`src/rtl/spmmio_arbiter.sv`:
```
// spmmio_arbiter: two-master round-robin arbiter for the service-processor
// MMIO bus. Master 0 is the service CPU and master 1 is the debug/DMA engine.
// Both share one Wishbone-style slave port. Ownership lasts for a whole bus
// cycle (cyc). A watchdog ends strobes that the slave never acknowledges and
// reports them to the owner as an error.
//
// state | meaning
// IDLE  | no owner; all outputs 0; arbitrate between the cyc requests
// OWN0  | master 0 owns the slave port until m0_cyc_i drops
// OWN1  | master 1 owns the slave port until m1_cyc_i drops
module spmmio_arbiter #(
    parameter int unsigned TIMEOUT = 64
) (
    input  logic        clk,
    input  logic        reset,

    input  logic [23:0] m0_adr_i,
    input  logic        m0_stb_i,
    input  logic        m0_cyc_i,
    input  logic [3:0]  m0_sel_i,
    input  logic        m0_we_i,
    input  logic [31:0] m0_dat_i,
    output logic        m0_ack_o,
    output logic        m0_err_o,
    output logic [31:0] m0_dat_o,

    input  logic [23:0] m1_adr_i,
    input  logic        m1_stb_i,
    input  logic        m1_cyc_i,
    input  logic [3:0]  m1_sel_i,
    input  logic        m1_we_i,
    input  logic [31:0] m1_dat_i,
    output logic        m1_ack_o,
    output logic        m1_err_o,
    output logic [31:0] m1_dat_o,

    output logic [23:0] s_adr_o,
    output logic        s_stb_o,
    output logic        s_cyc_o,
    output logic [3:0]  s_sel_o,
    output logic        s_we_o,
    output logic [31:0] s_dat_o,
    input  logic        s_ack_i,
    input  logic [31:0] s_dat_i,

    output logic [1:0]  owner_o,
    output logic        timeout_o
);

    typedef enum logic [1:0] {
        IDLE = 2'd0,
        OWN0 = 2'd1,
        OWN1 = 2'd2
    } state_t;

    // Expiry fires when the count reaches TIMEOUT-1, which gives exactly
    // TIMEOUT strobe cycles before the error.
    localparam logic [15:0] WDOG_LAST = 16'(TIMEOUT - 1);

    state_t      state_q, state_d;
    logic        last_q, last_d;
    logic [15:0] wdog_q, wdog_d;

    logic        own_cyc;
    logic        own_stb;
    logic        other_cyc;
    logic        expire;

    // Select the current owner's request lines. The watchdog expires only on
    // an active strobe that the slave is not acknowledging this cycle.
    always_comb begin
        own_cyc   = 1'b0;
        own_stb   = 1'b0;
        other_cyc = 1'b0;
        case (state_q)
            OWN0: begin
                own_cyc   = m0_cyc_i;
                own_stb   = m0_stb_i;
                other_cyc = m1_cyc_i;
            end
            OWN1: begin
                own_cyc   = m1_cyc_i;
                own_stb   = m1_stb_i;
                other_cyc = m0_cyc_i;
            end
            default: begin
                own_cyc   = 1'b0;
                own_stb   = 1'b0;
                other_cyc = 1'b0;
            end
        endcase
        expire = own_cyc && own_stb && !s_ack_i && (wdog_q == WDOG_LAST);
    end

    // State, priority bit and watchdog registers.
    always_ff @(posedge clk) begin
        if (reset) begin
            state_q <= IDLE;
            last_q  <= 1'b1;
            wdog_q  <= 16'd0;
        end else begin
            state_q <= state_d;
            last_q  <= last_d;
            wdog_q  <= wdog_d;
        end
    end

    // Next state: round-robin grant from IDLE, handover when the owner drops
    // cyc, and the watchdog count.
    always_comb begin
        state_d = state_q;
        last_d  = last_q;
        wdog_d  = wdog_q;
        case (state_q)
            IDLE: begin
                wdog_d = 16'd0;
                if (m0_cyc_i && m1_cyc_i) begin
                    state_d = last_q ? OWN0 : OWN1;
                end else if (m0_cyc_i) begin
                    state_d = OWN0;
                end else if (m1_cyc_i) begin
                    state_d = OWN1;
                end
            end
            OWN0, OWN1: begin
                if (!own_cyc) begin
                    // The releasing master becomes the lowest priority. A
                    // waiting master takes over directly, without an IDLE gap.
                    last_d = (state_q == OWN1);
                    wdog_d = 16'd0;
                    if (other_cyc) begin
                        state_d = (state_q == OWN0) ? OWN1 : OWN0;
                    end else begin
                        state_d = IDLE;
                    end
                end else if (!own_stb || s_ack_i || expire) begin
                    wdog_d = 16'd0;
                end else begin
                    wdog_d = wdog_q + 16'd1;
                end
            end
            default: begin
                state_d = IDLE;
                wdog_d  = 16'd0;
            end
        endcase
    end

    // Outputs: route the owner to the slave and the slave back to the owner.
    // On expiry the strobe is pulled from the slave and the owner gets err.
    always_comb begin
        s_adr_o   = 24'd0;
        s_stb_o   = 1'b0;
        s_cyc_o   = 1'b0;
        s_sel_o   = 4'd0;
        s_we_o    = 1'b0;
        s_dat_o   = 32'd0;
        m0_ack_o  = 1'b0;
        m0_err_o  = 1'b0;
        m0_dat_o  = 32'd0;
        m1_ack_o  = 1'b0;
        m1_err_o  = 1'b0;
        m1_dat_o  = 32'd0;
        owner_o   = 2'b00;
        timeout_o = 1'b0;
        case (state_q)
            OWN0: begin
                s_adr_o   = m0_adr_i;
                s_stb_o   = m0_stb_i && !expire;
                s_cyc_o   = m0_cyc_i;
                s_sel_o   = m0_sel_i;
                s_we_o    = m0_we_i;
                s_dat_o   = m0_dat_i;
                m0_ack_o  = s_ack_i;
                m0_err_o  = expire;
                m0_dat_o  = s_ack_i ? s_dat_i : 32'd0;
                owner_o   = 2'b01;
                timeout_o = expire;
            end
            OWN1: begin
                s_adr_o   = m1_adr_i;
                s_stb_o   = m1_stb_i && !expire;
                s_cyc_o   = m1_cyc_i;
                s_sel_o   = m1_sel_i;
                s_we_o    = m1_we_i;
                s_dat_o   = m1_dat_i;
                m1_ack_o  = s_ack_i;
                m1_err_o  = expire;
                m1_dat_o  = s_ack_i ? s_dat_i : 32'd0;
                owner_o   = 2'b10;
                timeout_o = expire;
            end
            default: begin
                owner_o   = 2'b00;
            end
        endcase
    end

endmodule

```
`config.mk`:
```
export PLATFORM = sky130hd
export DESIGN_NAME = spmmio_arbiter
export DESIGN_NICKNAME = d
export VERILOG_FILES = /design/src/rtl/spmmio_arbiter.sv
export SDC_FILE = /design/constraint.sdc
export NUM_CORES = 1
export LEC_CHECK = 0
export BUFFER_PORTS_ARGS = -buffer_cell sky130_fd_sc_hd__clkbuf_2
export CORE_AREA = 3 3 113 115
export CTS_CLUSTER_DIAMETER = 60
export CTS_CLUSTER_SIZE = 14
export DETAILED_ROUTE_END_ITERATION = 10
export DIE_AREA = 0 0 116 118
export PLACE_DENSITY = 0.58
export SYNTH_ARGS = -nofsm -noshare
export SYNTH_HDL_FRONTEND = slang
export SYNTH_SLANG_ARGS = --single-unit
```
`constraint.sdc`:
```
create_clock -name clk -period 2.7 [get_ports clk]
set_input_delay 0.405 -clock clk [delete_from_list [all_inputs] [get_ports clk]]
set_output_delay 0.405 -clock clk [all_outputs]
set_load 0.1 [all_outputs]
```
[Word-level counts from Yosys, hierarchy flattened]
Index checks and enable logic that the tools add are counted.
Storage, ports and cells
  output and inout bits: 134
  bits in registers: 19
  logic and storage cells: 52
  bits of input ports: 161
Operators by class
  reduce and logical (&&, ||, !) cells: 16
  $add $sub $neg: 1
  equality and inequality tests: 5
  multiplexer cells: 25
  bitwise logic cells: 2
Operators by type and width (count)
  32-bit two-way mux: 3
  32-bit case mux with 2 select lines: 1
  24-bit case mux with 2 select lines: 1
  16-bit by 1-bit adder with 16-bit output, second input constant: 1
  16-bit by 6-bit equality test with 1-bit output, second input constant: 1
  2-bit two-way mux: 7
  1-bit case mux with 2 select lines: 5
  2-bit case mux with 2 select lines: 2
  4-bit case mux with 2 select lines: 1
  1-bit logical AND: 6
  1-bit two-way mux: 5
  4-bit != test, second input constant: 1
  2-bit AND reduction: 2
  4-bit OR reduction: 1
  1-bit zero test: 3
  2-bit by 1-bit equality test with 1-bit output, second input constant: 1
  2-bit equality test, second input constant: 1
  2-bit zero test: 1
  1-bit logical OR: 2
  2-bit != test, second input constant: 1
  1-bit NOT: 2
  2-bit OR reduction: 1

[Depth between registers and ports, before layout]
Gate-level depths: netlist of run 1.
  word-level depth: 8
  depth in mapped cells: 8
  depth with buffers taken out: 6

[Least setup slack after synthesis of run 1]
No wires, ideal clock.
  path kind: reg-to-output
  start: register state_q[0]
  end: output s_stb_o
  path buffers: 1
  cell stages (with the launch flop): 8
  arrival time: 3439 ps
  slack: -1144 ps
  data required time: 2295 ps
  path through: dfxtp_1 > inv_1 > ha_1 > buf_4 > a22oi_1 > or4_4 > nor3_4 > nor3_1
On the way
  longest elaborated chain between the ends: 8
  elaborated cells between the ends (all ways): 11
  classes of those cells: eq/ne: 2; mux: 3; reduce/logical: 6
Ends and longest elaborated chain
  start: declaration: line 60  | state_t state_q, state_d;
  start signal: assignment: line 102  | state_q <= state_d;
  2-bit equality test / 2-bit by 1-bit equality test with 1-bit output (equally long branches): line 75, 166
  1-bit case mux with 2 select lines: line 75  | case (state_q)
  1-bit logical AND (3 in series): line 92  | expire = own_cyc && own_stb && !s_ack_i && (wdog_q == WDOG_LAST);
  1-bit zero test: line 169, 182
  1-bit logical AND, on equally long branches: line 182, 169
  1-bit case mux with 2 select lines (*): line 166  | case (state_q)
  end: declaration: line 38  | output logic s_stb_o,
Every way passes the cells marked *; elsewhere a longest branch is shown, timed or not.

[Worst setup path after layout of run 1]
  start: register state_q[1]
  end: output s_stb_o
Same word-level chain as after synthesis.

==> results of run 1 <==
==> cells in the mapped netlist, drive strengths merged, types with 2 or more instances <==
master / instances
a21oi: 4
a22oi: 63
and2: 5
and3: 66
and4: 2
buf: 8
clkbuf: 30
dfxtp: 19
ha: 7
inv: 8
nand2: 11
nand3: 6
nand4: 3
nor2: 79
nor3: 5
nor4: 2
o21ai: 4
or4: 3
xnor2: 5
xor2: 6
==> cell type report <==
class,count,area (um2)
Clock inverter,1,5.00
Multi-Input combinational cell,284,2030
Tap cell,147,184
Clock buffer,3,75.1
Sequential cell,19,388
Timing Repair Buffer,303,2560
Inverter,8,31.3
Fill cell,1147,6640
Antenna cell,1,2.50
==> sequential cells by signal (all words and copies together), names as in the netlist <==
register  cells
last_q        1
wdog_q       16
state_q       2
==> where the power goes <==
group	total, mW	leakage [nW]	internal (mW)	switching, mW
combinational	2.49	2.32	0.698	1.79
sequential	0.305	0.155	0.293	0.0119
clock	0.308	0.0409	0.199	0.109
==> per-stage QoR <==
| stage | instances | utilization |
|---|---|---|
| after floorplan | 349 | - |
| after global placement | 758 | 0.433 |
| after detailed placement | 758 | 0.433 |
| after CTS | 763 | 0.441 |
| after global routing | 766 | 0.442 |
| final | 766 | 0.442 |
==> metal layers <==
metal  global-route usage  up-vias  wire length (um)
met3               0.0134        7               656
met1                0.207     1675              5130
li1                     -     1806                 -
met2                0.337      120              7250
met4               0.0210        0                57
met5                    0        -                 0
==> kinds of logic (layout without fill, tap and decap cells) <==
family	Yosys count	in the layout	synth area share
simple gates	185	185	0.428
compound gates	80	80	0.254
buf+inv	46	315	0.0786
flops	19	19	0.158
xor+xnor	11	11	0.0401
fa+ha+maj	7	7	0.0365
mux	1	1	0.00417
other cells	0	1	0
==> repair_timing <==
item	in CTS	in global routing
endpoints found under the hold margin	0	0
cloned	0	0
setup endpoints to repair	2	4
resized for setup	1	1
pin swaps	1	1
buffers inserted	1	2
==> path summary, 6_finish.rpt <==
kind / startpoint / to / slack (ps) / cells after the start
setup / recovery: state_q[1] / s_stb_o / 120 / 8
hold / removal: reset / state_q[0] / 340 / 2
hold reg to reg: wdog_q[0] / wdog_q[0] / 450 / 1
setup reg to reg: state_q[1] / wdog_q[15] / 590 / 7
==> critical path, stage by stage, from the launching register on <==
cell and delay, ps:
dfxtp_4 370, inv_2 70, ha_4 300, clkinv_2 80, or4_4 520, nor3_4 190, buf_6 150, nor3_2 50
buf_12 190
==> results, run 1 <==
- The run finished with clean final reports.
- The overall power is 3.10 mW.
- Hold timing on the final database bottoms out at a slack of 342 ps.
- Synthesis produced a netlist with a net count of 517.
- The die span in x is 116 um.
- The leakage power is 2.51 nW.
- The total placed instance area is 5160 um2.
- The die is 118 um tall.
- The class of the worst hold path is input port to register.
- In this run the remaining antenna-violating nets after routing total 0.
- The area of the die is 13,700 um2.
- The weighted congestion at the end of routability-driven global placement is 0.876.
- The aggregate global routing overflow is 0.
- Yosys attributes the largest share of cell area to a22oi_1 (19%), and3_1 (17%), dfxtp_1 (16%), nor2_1 (11%), clkbuf_1 (4.7%).
- The data arrival time of the worst path is 2180 ps.
- The initial antenna violation count is 1.
- Across all setup checks in the final design, the least slack found is 116 ps.
- The average instance area after synthesis is 6.88 um2.
- Counting flops with a built-in enable in the synthesized netlist gives 0.
- The largest vdd supply drop is 318 uV.
- The total length of routed wires is 13.1 mm.
- The synthesized netlist contains 44 unique library cells.
- CTS saw 19 sinks.
- Measured against its own limit, the worst slew margin works out to 0.590.
- Compared with the post-synthesis result, the final layout area differs by 119%.
- The time the final worst path needs with I/O delays and setup is 2580 ps.
- Leaving out fill and tap cells, the most frequent cells in the layout are clkbuf_2 (223), nor2_2 (72), buf_12 (67), and3_1 (66), a22oi_1 (62).
- The portion of synthesized cell area occupied by the leading cell type is 0.194.
- The worst setup path is captured at a primary output.
- The area of the core is 11,900 um2.
- In the global route stage, overall resource usage came out at 0.173.
- The total number of placement rows is 40.
- The number of global-route vias before repair is 3,372.
- The number of pins with negative max-slew slack in the final report is 0.
- At the worst endpoint, the required time is 2300 ps.
- No sink is reached through more buffers than the 2 on the longest clock path.
- After synthesis the cells add up to 2400 um2.
- Detailed placement ended at an HPWL of 10.9 mm.
- Before antenna repair, the detailed router went through 4 iterations.
- In this run the number of H-tree levels came out at 1.
- The most area-hungry cell type in the Yosys netlist is a22oi_1.
- At the pin with the least slew margin, the transition time is 614 ps.
- The leading cell type in the layout, fill and taps excluded is clkbuf_2.
- The async set or reset register ratio after synthesis is 0.
- The clock transition at the register clock pins on the worst setup and hold paths after CTS is 60 ps.
- The synthesis warning total is 0.
- The DRC marker count from the first detailed-route iteration is 224.
- The root buffer cell is clkbuf_16.
- Buffers placed on the I/O ports in this run total 294.
- 295 I/O pins were placed.
- STA classifies the critical path startpoint as a register.
- The number of hold-slack violations in the final timing report came to 0.
- The first global-routing pass estimated 19.1 mm of wire.
- The largest net degree at the start of global routing is 68.
- Of the cells placed in the final design, the portion with a size suffix greater than 1 is 0.649.
- The register bit total from synthesis is 19.
- The post-route fraction of the period consumed by the critical path is 0.957.
- Hold repair after CTS inserted 0 buffers.
- In the final timing run, aggregate negative setup slack is 0 ps.
- Buffers inserted during clock tree synthesis total 3.
- Setup repair after global routing left no endpoint under its margin.
- The initial utilization of the core area, before any placement, comes to 0.202.
- The primary flip-flop cell chosen by synthesis mapping is dfxtp_1.
- The critical-path maximum fanout is 5.
- With fillers left out, the area of the finished cells amounts to 5270 um2.
- The insertion delay of the later-clocked pin in the worst-skew pair is 250 ps.
- After detailed routing, the average wire length per cell comes to 17.1 um.
- Summing over every cut layer, the via total after detailed routing is 3,608.
- The clock tree from TritonCTS is yes.
- Prior to clock tree synthesis, the placed netlist has a worst setup slack of 255 ps.
- The DRC violations left is 0.
- The final layout contains 787 nets.
- The sequential element share of the synthesized area is 0.158.
- The total power per unit cell area is 589 nW/um2.
- The critical path is of the register to primary output type.
- The clock arrives with 2.35 ps of skew.
- The detail-routed via count per cell is 4.71.
- Counting every instance in the synthesized netlist gives 349.
- The number of maximum-capacitance constraint violations is 0.
- The maximum clock frequency is 387 MHz.
- The total setup violations reported at the end of the flow is 0.
Note: power is estimated with default switching activity, not from simulation.
==> run 2, diff against run 1 <==
CORE_AREA = 3 3 114 116   (was 3 3 113 115)
DIE_AREA = 0 0 117 119   (was 0 0 116 118)
PLACE_DENSITY = 0.57   (was 0.58)
RECOVER_POWER = 25   (was default)
clock period = 3.06 ns   (was 2.7 ns; I/O delays follow)
==> results, run 2 (synthesis results as in run 1) <==
- The flow ran to the end, but the final reports show violations.
- The checks that failed: max-capacitance violations, max-slew violations.
- The clock transition at the register clock pins on the worst setup and hold paths after CTS is 50 ps (about the same).
- The layer flagged by global routing as most heavily used is met2.
- The peak per-stage delay on the critical path came to 490 ps (-30 ps).
- The total placed instance area is 4130 um2 (-20%).
- The category of the most critical setup path is register to primary output.
- The maximum clock path buffer count is 2 (unchanged).
- The area of the die is 13,900 um2 (+1.7%).
- The number of H-tree levels is 1 (unchanged).
- The die span in x is 117 um (+0.86%).
- The transition at the pin with the smallest max-transition slack was 1600 ps (+988 ps).
- The post-route antenna net violation count is 0 (unchanged).
- The met1 usage in global routing is 0.213 (+0.00608).
- The weighted congestion at the end of routability-driven global placement is 0.863 (-1.5%).
- The worst slew slack as a fraction of its limit was -0.0692 (-0.659).
- The detailed-route wire length per cell is 17.0 um (-0.34%).
- The total number of placement rows is 40 (unchanged).
- The post-CTS setup buffer count is 0 (-1).
- The total length of routed wires came to 13.0 mm (-0.73%).
- The number of global-route vias before repair is 3,422 (+1.5%).
- The number of ports placed on the die boundary is 295 (unchanged).
- The root buffer cell is clkbuf_16.
- The most repeated library cell on the critical path is nor3_2.
- The DRC violations left came to 0 (unchanged).
- The detail-routed via count per cell is 4.87 (+3.4%).
- The initial core utilization is 0.200 (-0.00168).
- From synthesis to final layout, the design area changed by 73.2%.
- The total power per unit cell area is 574 nW/um2 (-2.5%).
- The met2 layer usage reported by global route was 0.290 (-0.0472).
- The initial antenna violation count was 0 (-1).
- The number of nets at the end of the flow is 785 (-0.25%).
- The global-route usage over all layers was 0.164 (-0.00902).
- The leakage power is 2.26 nW (-10%).
- The area of the core is 12,000 um2 (+0.84%).
- The maximum clock frequency is 345 MHz.
- The largest net degree at the start of global routing came to 68 (unchanged).
- The DRC marker count from the first detailed-route iteration is 165 (-26%).
- In this run the worst hold path is classified as input port to register.
- The cell depth of the worst hold path came to 2 (unchanged).
- The routed via count is 3,715 (+3.0%).
- The first-pass GRT wire length is 18.2 mm (-4.4%).
- The critical-path maximum fanout was 5 (unchanged).
- The critical path's top delay family is simple AND/OR/NAND/NOR gates.
- The worst-case reg-to-reg path depth is 5 (-2).
- In the finished design, the share of the clock period the worst path needs comes to 0.948.
- The required time of the critical path is 2600 ps (+300 ps).
- The cell area after layout is 4160 um2 (-21%).
- The clock tree from TritonCTS is yes.
- In the final layout, the registers with the most flip-flops are wdog_q x16, state_q x2, last_q x1.
- The post-placement worst setup slack is 504 ps (+249 ps).
- The floorplan die height is 119 um (+0.85%).
- The first-pass detailed-route iteration total was 4 (unchanged).
- The insertion delay of the later-clocked pin in the worst-skew pair is 250 ps (about the same).
- The setup TNS after final layout is 0 ps (unchanged).
- The count of instances resized after the clock tree is built is 0 (-1).
- The smallest hold slack is 419 ps (+77.1 ps).
- The number of buffers and inverters on the critical path is 2 (-2).
- The leading cell type in the layout, fill and taps excluded is clkbuf_2.
- The number of maximum-capacitance constraint violations is 1 (+1).
- Counting flops per register, the top entry is wdog_q.
- The post-route worst setup slack is 159 ps (+43.2 ps).
- The met3 routing resource usage after global routing came to 0.0264 (+0.0131).
- The number of clock sinks came to 19 (unchanged).
- The logic depth of the worst setup path including buffers is 7 (-1).
- The fraction of layout cells with a size suffix above 1 is 0.601 (-0.0482).
- The number of buffers added on ports is 294 (unchanged).
- The number of buffers inserted for hold repair after clock tree synthesis is 0 (unchanged).
- The total setup violations reported at the end of the flow is 0 (unchanged).
- The cell with the largest stage delay on the worst path is or4_4.
- In the layout the commonest cells are clkbuf_2 (288), and3_1 (66), a22oi_1 (62), nor2_2 (50), nor2_1 (29).
- The sum of net half-perimeters after detailed placement came to 10.9 mm (about the same).
- The number of diodes added for antenna fixing is 0 (-1).
- The clock skew is 3.03 ps (+0.682 ps).
- The number of hold-slack violations in the final timing report is 0 (unchanged).
- The largest vdd supply drop is 504 uV (+59%).
- The aggregate global routing overflow is 0 (unchanged).
- The time the final worst path needs with I/O delays and setup is 2900 ps.
- The CTS buffer count is 3 (unchanged).
- The number of pins with negative max-slew slack in the final report is 17 (+17).
- The flip-flop count of the largest register, all copies and words added is 16 (unchanged).
- Setup repair after global routing left no endpoint under its margin.
- The worst setup path is launched from a register.
- The type of element capturing the critical path is a primary output.
- The data arrival time of the worst path is 2440 ps (+260 ps).
- Traced cell by cell, the critical path runs through inv_2 -> ha_1 -> a22oi_2 -> or4_4 -> nor3_2 -> nor3_2 -> clkbuf_2.
-- run 2: layout make-up --
type                       count  area [um2]
fill                        1275        7850
sequential                    19         383
tap                          147         184
multi-input combinational    284        1920
inverter                       8        30.0
timing repair buffer         301        1570
clock buffer                   4        78.8
-- run 2: path summary, 6_finish.rpt --
path	startpoint	to	slack [ps]
hold / removal	reset	state_q[0]	420
hold reg to reg	wdog_q[0]	wdog_q[0]	450
setup / recovery	state_q[0]	s_stb_o	160
setup reg to reg	wdog_q[0]	wdog_q[15]	290
-- run 2: per-stage QoR --
stage / power, mW / util / cells
6_report: 2.39 / 0.346 / 763
5_1_grt: 2.49 / 0.346 / 763
4_1_cts: 2.40 / 0.350 / 763
3_5_place_dp: 2.13 / 0.344 / 759
3_3_place_gp: 2.12 / 0.344 / 759
2_1_floorplan: 1.76 / - / 349
-- run 2: worst register-to-register path, cell delays in order (launching register included) --
cell and delay (ps):
dfxtp_1 360, ha_1 210, nand3_2 200, nand4bb_1 310
o2111ai_1 1300, o21ba_2 290
-- run 2: layer usage --
| metal | share of wire | routed length (um) |
|---|---|---|
| met1 | 0.43 | 5530 |
| met2 | 0.49 | 6350 |
| met3 | 0.076 | 983 |
| met4 | 0.011 | 140 |
| met5 | 0 | 0 |
-- run 2: where the power goes --
part | internal [mW] | total (mW) | switching [mW] | leakage, nW
registers | 0.258 | 0.268 | 0.0104 | 0.154
logic | 0.340 | 1.85 | 1.51 | 2.06
clock network | 0.177 | 0.270 | 0.0933 | 0.0382
